[config.mk]
export PLATFORM = sky130hd
export DESIGN_NAME = bus_arbiter
export DESIGN_NICKNAME = d
export VERILOG_FILES = /design/src/rtl/bus_arbiter_pkg.sv /design/src/rtl/bus_arbiter.sv
export SDC_FILE = /design/constraint.sdc
export NUM_CORES = 1
export LEC_CHECK = 0
export BUFFER_PORTS_ARGS = -buffer_cell sky130_fd_sc_hd__buf_2
export CORE_MARGIN = 4
export CORE_UTILIZATION = 46
export DETAILED_ROUTE_END_ITERATION = 8
export PLACE_DENSITY_LB_ADDON = 0.2
export SLEW_MARGIN = 10
export SYNTH_ARGS = -nofsm -noshare
export SYNTH_HDL_FRONTEND = slang
export SYNTH_SLANG_ARGS = --single-unit
[constraint.sdc]
create_clock -name clk -period 2.1 [get_ports clk]
set_input_delay 0 -clock clk [delete_from_list [all_inputs] [get_ports clk]]
set_output_delay 0 -clock clk [all_outputs]
set_load 0.01 [all_outputs]
[src/rtl/bus_arbiter_pkg.sv]
// Shared definitions for bus_arbiter: FSM state encoding, grant-side
// identifiers and bus handshake constants.
package bus_arbiter_pkg;

    typedef enum logic [2:0] {
        IDLE   = 3'd0,
        I_ADDR = 3'd1,
        I_DATA = 3'd2,
        D_ADDR = 3'd3,
        D_DATA = 3'd4
    } arb_state_e;

    // Byte write enables that mean "read"; also used for every fetch.
    localparam logic [3:0] WEN_READ = 4'b0000;

    // Last-grant encoding used by the round-robin option.
    localparam logic GRANT_I = 1'b0;
    localparam logic GRANT_D = 1'b1;

endpackage

[src/rtl/bus_arbiter.sv]
// bus_arbiter -- arbitrates an instruction-fetch port and a data port onto a
// single SRAM-like bus with separate address and data handshakes. One
// transaction is outstanding at a time, and new grants are made only from IDLE.
//
// Build option: BUS_ARB_RR_EN. When defined, simultaneous requests in IDLE are
// granted round-robin using a last-grant register. When undefined, the data
// side has fixed priority.
//
// Ports:
//   clk, resetn                          clock, async active-low reset
//   i_en, i_addr, i_flush                fetch request, address, discard
//   i_rdata, i_streq                     fetch data, IF stall request
//   d_en, d_wen, d_addr, d_wdata         data request (wen 0000 = read)
//   d_rdata, d_streq                     load data, MEM stall request
//   bus_req, bus_wen, bus_addr, bus_wdata  bus request
//   bus_addr_ok, bus_data_ok, bus_rdata    bus handshakes and read data
module bus_arbiter
    import bus_arbiter_pkg::*;
#(
    parameter int AW = 32,
    parameter int DW = 32
) (
    input  logic          clk,
    input  logic          resetn,
    input  logic          i_en,
    input  logic [AW-1:0] i_addr,
    input  logic          i_flush,
    output logic [DW-1:0] i_rdata,
    output logic          i_streq,
    input  logic          d_en,
    input  logic [3:0]    d_wen,
    input  logic [AW-1:0] d_addr,
    input  logic [DW-1:0] d_wdata,
    output logic [DW-1:0] d_rdata,
    output logic          d_streq,
    output logic          bus_req,
    output logic [3:0]    bus_wen,
    output logic [AW-1:0] bus_addr,
    output logic [DW-1:0] bus_wdata,
    input  logic          bus_addr_ok,
    input  logic          bus_data_ok,
    input  logic [DW-1:0] bus_rdata
);

    arb_state_e    state_q, state_d;
    logic          discard_q;
    logic [3:0]    wen_q;
    logic [AW-1:0] addr_q;
    logic [DW-1:0] wdata_q;
    logic [DW-1:0] i_rdata_q, d_rdata_q;

    logic i_pend, grant_i, grant_d;
    logic i_discard, i_done, d_done;

    // A flushed fetch is not a request worth starting.
    assign i_pend = i_en && !i_flush;

`ifdef BUS_ARB_RR_EN
    logic last_q;

    // When both sides are pending, the side that was not served last wins.
    always_comb begin
        grant_d = 1'b0;
        grant_i = 1'b0;
        if (d_en && (!i_pend || last_q == GRANT_I))
            grant_d = 1'b1;
        else if (i_pend)
            grant_i = 1'b1;
    end

    always_ff @(posedge clk or negedge resetn) begin
        if (!resetn)
            last_q <= GRANT_I;
        else if (state_q == IDLE && (grant_d || grant_i))
            last_q <= grant_d ? GRANT_D : GRANT_I;
    end
`else
    always_comb begin
        grant_d = d_en;
        grant_i = i_pend && !d_en;
    end
`endif

    // A flush arriving in the same cycle as data_ok must already suppress
    // the completion, so the live input is ORed with the sticky flag.
    assign i_discard = discard_q || i_flush;
    assign i_done    = (state_q == I_DATA) && bus_data_ok && !i_discard;
    assign d_done    = (state_q == D_DATA) && bus_data_ok;

    // FSM state register
    always_ff @(posedge clk or negedge resetn) begin
        if (!resetn)
            state_q <= IDLE;
        else
            state_q <= state_d;
    end

    // FSM next-state
    always_comb begin
        state_d = state_q;
        case (state_q)
            IDLE: begin
                if (grant_d)
                    state_d = D_ADDR;
                else if (grant_i)
                    state_d = I_ADDR;
            end
            I_ADDR: if (bus_addr_ok) state_d = I_DATA;
            D_ADDR: if (bus_addr_ok) state_d = D_DATA;
            I_DATA: if (bus_data_ok) state_d = IDLE;
            D_DATA: if (bus_data_ok) state_d = IDLE;
            default: state_d = IDLE;
        endcase
    end

    // Request capture, discard flag and read-data latches
    always_ff @(posedge clk or negedge resetn) begin
        if (!resetn) begin
            wen_q     <= WEN_READ;
            addr_q    <= '0;
            wdata_q   <= '0;
            discard_q <= 1'b0;
            i_rdata_q <= '0;
            d_rdata_q <= '0;
        end else begin
            // Capture at grant so the bus stays stable while the requester
            // changes its inputs during a stalled address phase.
            if (state_q == IDLE) begin
                if (grant_d) begin
                    wen_q   <= d_wen;
                    addr_q  <= d_addr;
                    wdata_q <= d_wdata;
                end else if (grant_i) begin
                    wen_q   <= WEN_READ;
                    addr_q  <= i_addr;
                    wdata_q <= '0;
                end
            end

            // The flush never aborts the bus handshake; it only marks the
            // fetch as unwanted until the FSM is back in IDLE.
            if (state_d == IDLE)
                discard_q <= 1'b0;
            else if (i_flush && (state_q == I_ADDR || state_q == I_DATA))
                discard_q <= 1'b1;

            if (i_done) i_rdata_q <= bus_rdata;
            if (d_done) d_rdata_q <= bus_rdata;
        end
    end

    assign bus_req   = (state_q == I_ADDR) || (state_q == D_ADDR);
    assign bus_wen   = wen_q;
    assign bus_addr  = addr_q;
    assign bus_wdata = wdata_q;

    assign i_rdata = i_done ? bus_rdata : i_rdata_q;
    assign d_rdata = d_done ? bus_rdata : d_rdata_q;
    assign i_streq = i_en && !i_done;
    assign d_streq = d_en && !d_done;

endmodule

==> flow_summary.ini <==
[outcome]
status = completed

[synthesis]
yosys-top-cells-area = dfrtp_1 (62%), mux2_2 (25%), a22o_1 (5.7%)
syn_area_per_cell_sq_um = 15.9
synth_seq_cells = 136
synth.distinct_cells = 26
yosys-top-cells-count = dfrtp_1 (136), mux2_2 (122), a22o_1 (36)
yosysMostFrequentCell = dfrtp_1
syn_nets = 487
netlist_instances = 348
async_flop_share_pct = 100
syn-cell-area_sq_um = 5530
synth_ff_type = dfrtp_1
yosysWarnings = 0
synth_top_cell_area_share_pct = 61.6
yosys.area.top_type = dfrtp_1
yosysSeqAreaShare_pct = 61.6
synth_edf_count = 0

[drt]
ant_nets = 0
wl_um = 17800
drc_errors = 0
vias = 4737
dr.pass1.iters = 4
vias_per_cell = 5.11
wl_per_cell_um = 19.2
drt_iter0_drc = 252

[setup_path]
setup.worst_path.class = reg2out
cp_common_cell = buf_6
cp_slowest_cell = dfrtp_1
crit_required_ns = 2.10
start_kind = flop
worstSetupEndpointType = output port
cp_max_fo = 8
max_stage_delay_ns = 0.39
path_cells = buf_6 > nor4b_4 > buf_6 > clkbuf_16 > mux2_2 > buf_2
worst-endpoint-arrival_ns = 2.06

[power]
p_leak_nw = 4.59
p_total_mw = 12.6
p_per_area_nw_per_um2 = 1370
irDropWorstVdd_mv = 0.779

[global_routing]
grt_pass1_vias = 5313
globalRouteOverflowTotal = 0
antenna_found_initial = 1
grt_util_all_layers_pct = 25.6
grt_max_degree = 71
grt_pass1_wl_um = 28200

[sta]
slew_headroom_pct = 44.6
fmax_mhz = 485
rsz0062_at_grt = true
final_min_period_over_clock_period_pct = 98.3
layout_setup_ws_ns = 0.0363
fin_skew_ns = 0.00331
drv_slew = 0
setup_viol = 0
hold_violations = 0
min_period_ns = 2.06
max_slew.worst_pin.slew_ns = 0.830
fin_setup_tns_ns = 0

[floorplanning]
core_area_sq_um = 11600
io_pins = 274
rows = 39
die_x_um = 118
die_area_sq_um = 13800
initial_utilization_pct = 47.6
die_height_um = 118

[place]
io_buffer_count = 273
gp_congestion = 0.745
numPlacedInstances = 750
place_ws_ns = 0.220
hpwl_um = 10300

[cts]
root_buffer = clkbuf_16
numCtsBuffers = 17
cts_htree_levels = 4
ctsLongestPathBuffers = 2
cts_tree = built
cts.sink_count = 136
clk_latency_ns = 0.41
path_clk_slew_ns = 0.05

[min_path]
hp-class = in2reg

[layout]
layout.nets = 910
fillers = 650
syn2layout_area_growth_pct = 66.2
final-instance-count-excl-fill = 927
layout-drive-gt1-share_pct = 58.2

[run]
cap_violations = 0
==> sequential cells by signal, indices dropped and copies added (netlist names) <==
name	count
bus_wdata	32
state_q	3
d_rdata_q	32
bus_addr	32
discard_q	1
i_rdata_q	32
bus_wen	4
==> worst max-delay path: cells and delay by family, from the launching register on <==
family,cells,cell delay [ns]
flip-flops,1,0.39
AND/OR/NAND/NOR,1,0.26
multiplexers,1,0.35
buffers and inverters,4,0.64
==> where the power goes <==
part           internal [mW]  switching, mW
combinational           2.66           2.52
clock                   1.89           1.07
sequential              3.89          0.537
==> per-stage QoR <==
step	util [%]	hold WS (ns)	cell area (sq um)
finish	79.1	0.0227	9190
global route	79.1	0.0151	9190
CTS	78.1	0.0167	9070
detailed placement	60.8	-0.0308	7060
global placement	60.8	-0.0377	7060
floorplan	-	-0.296	5530
==> metal layers <==
metal	vias up	GRT usage [%]	share of wire [%]
li1	2112	-	-
met1	2333	27.4	36
met2	237	44.1	52
met3	55	9.51	8.2
met4	0	13.4	4.4
met5	-	0	0
==> cell type report <==
cell class	instances	area, sq um	area share, %
Tap cell	143	179	1.95
Clock inverter	8	93.8	1.02
Clock buffer	23	498	5.42
Antenna cell	1	2.50	0.0272
Sequential cell	136	3400	37.1
Timing Repair Buffer	426	3010	32.7
Multi-Input combinational cell	187	1990	21.7
Inverter	3	11.3	0.123
==> cells by family after synthesis <==
logic type / Yosys count / synth area share, %
flops: 136 / 61.6
buf+inv: 26 / 2.97
xor+xnor: 2 / 0.317
simple gates: 15 / 2.47
mux: 128 / 26.3
compound gates: 41 / 6.34
==> worst paths after layout <==
check | from | to | slack, ns | cells after the start
worst max register to register | state_q[0]$_DFF_PN0_ | bus_addr[17]$_DFFE_PN0P_ | 0.24 | 5
max in group asynchronous | resetn | bus_addr[19]$_DFFE_PN0P_ | 1.34 | 3
worst min register to register | d_rdata_q[27]$_DFF_PN0_ | d_rdata_q[27]$_DFF_PN0_ | 0.49 | 1
worst min-delay path | i_flush | discard_q$_DFFE_PN0P_ | 0.02 | 3
min in group asynchronous | resetn | i_rdata_q[17]$_DFF_PN0_ | 0.10 | 2
worst max-delay path | state_q[1]$_DFF_PN0_ | d_rdata[25] | 0.04 | 6
==> cell usage in the layout (no fill, tap or decap), drive strengths merged <==
master	synthesis	routed
o21ai	1	1
a31oi	2	2
nor3	1	1
buf	17	290
xor2	2	2
bufinv	0	2
nand2b	1	1
nor2	1	1
diode	0	1
nor2b	3	3
clkbuf	6	25
nand3b	1	2
a32oi	1	1
or2	1	1
inv	3	3
dlygate4sd3	0	134
and2	2	2
dfrtp	136	136
a41oi	1	1
nand2	2	2
mux2	128	128
nor4b	3	3
clkinv	0	6
a22o	36	36
==> repair_timing <==
| item | 4_1_cts | 5_1_grt |
|---|---|---|
| buffers inserted | 2 | 5 |
| endpoints found under the setup margin | 64 | 64 |
| endpoints found under the hold margin | 272 | 0 |
| cloned | 1 | 3 |
| pin swaps | 2 | 2 |
| hold buffers | 134 | 0 |
| resized for setup | 7 | 5 |
(Power assumes the default switching activity.)
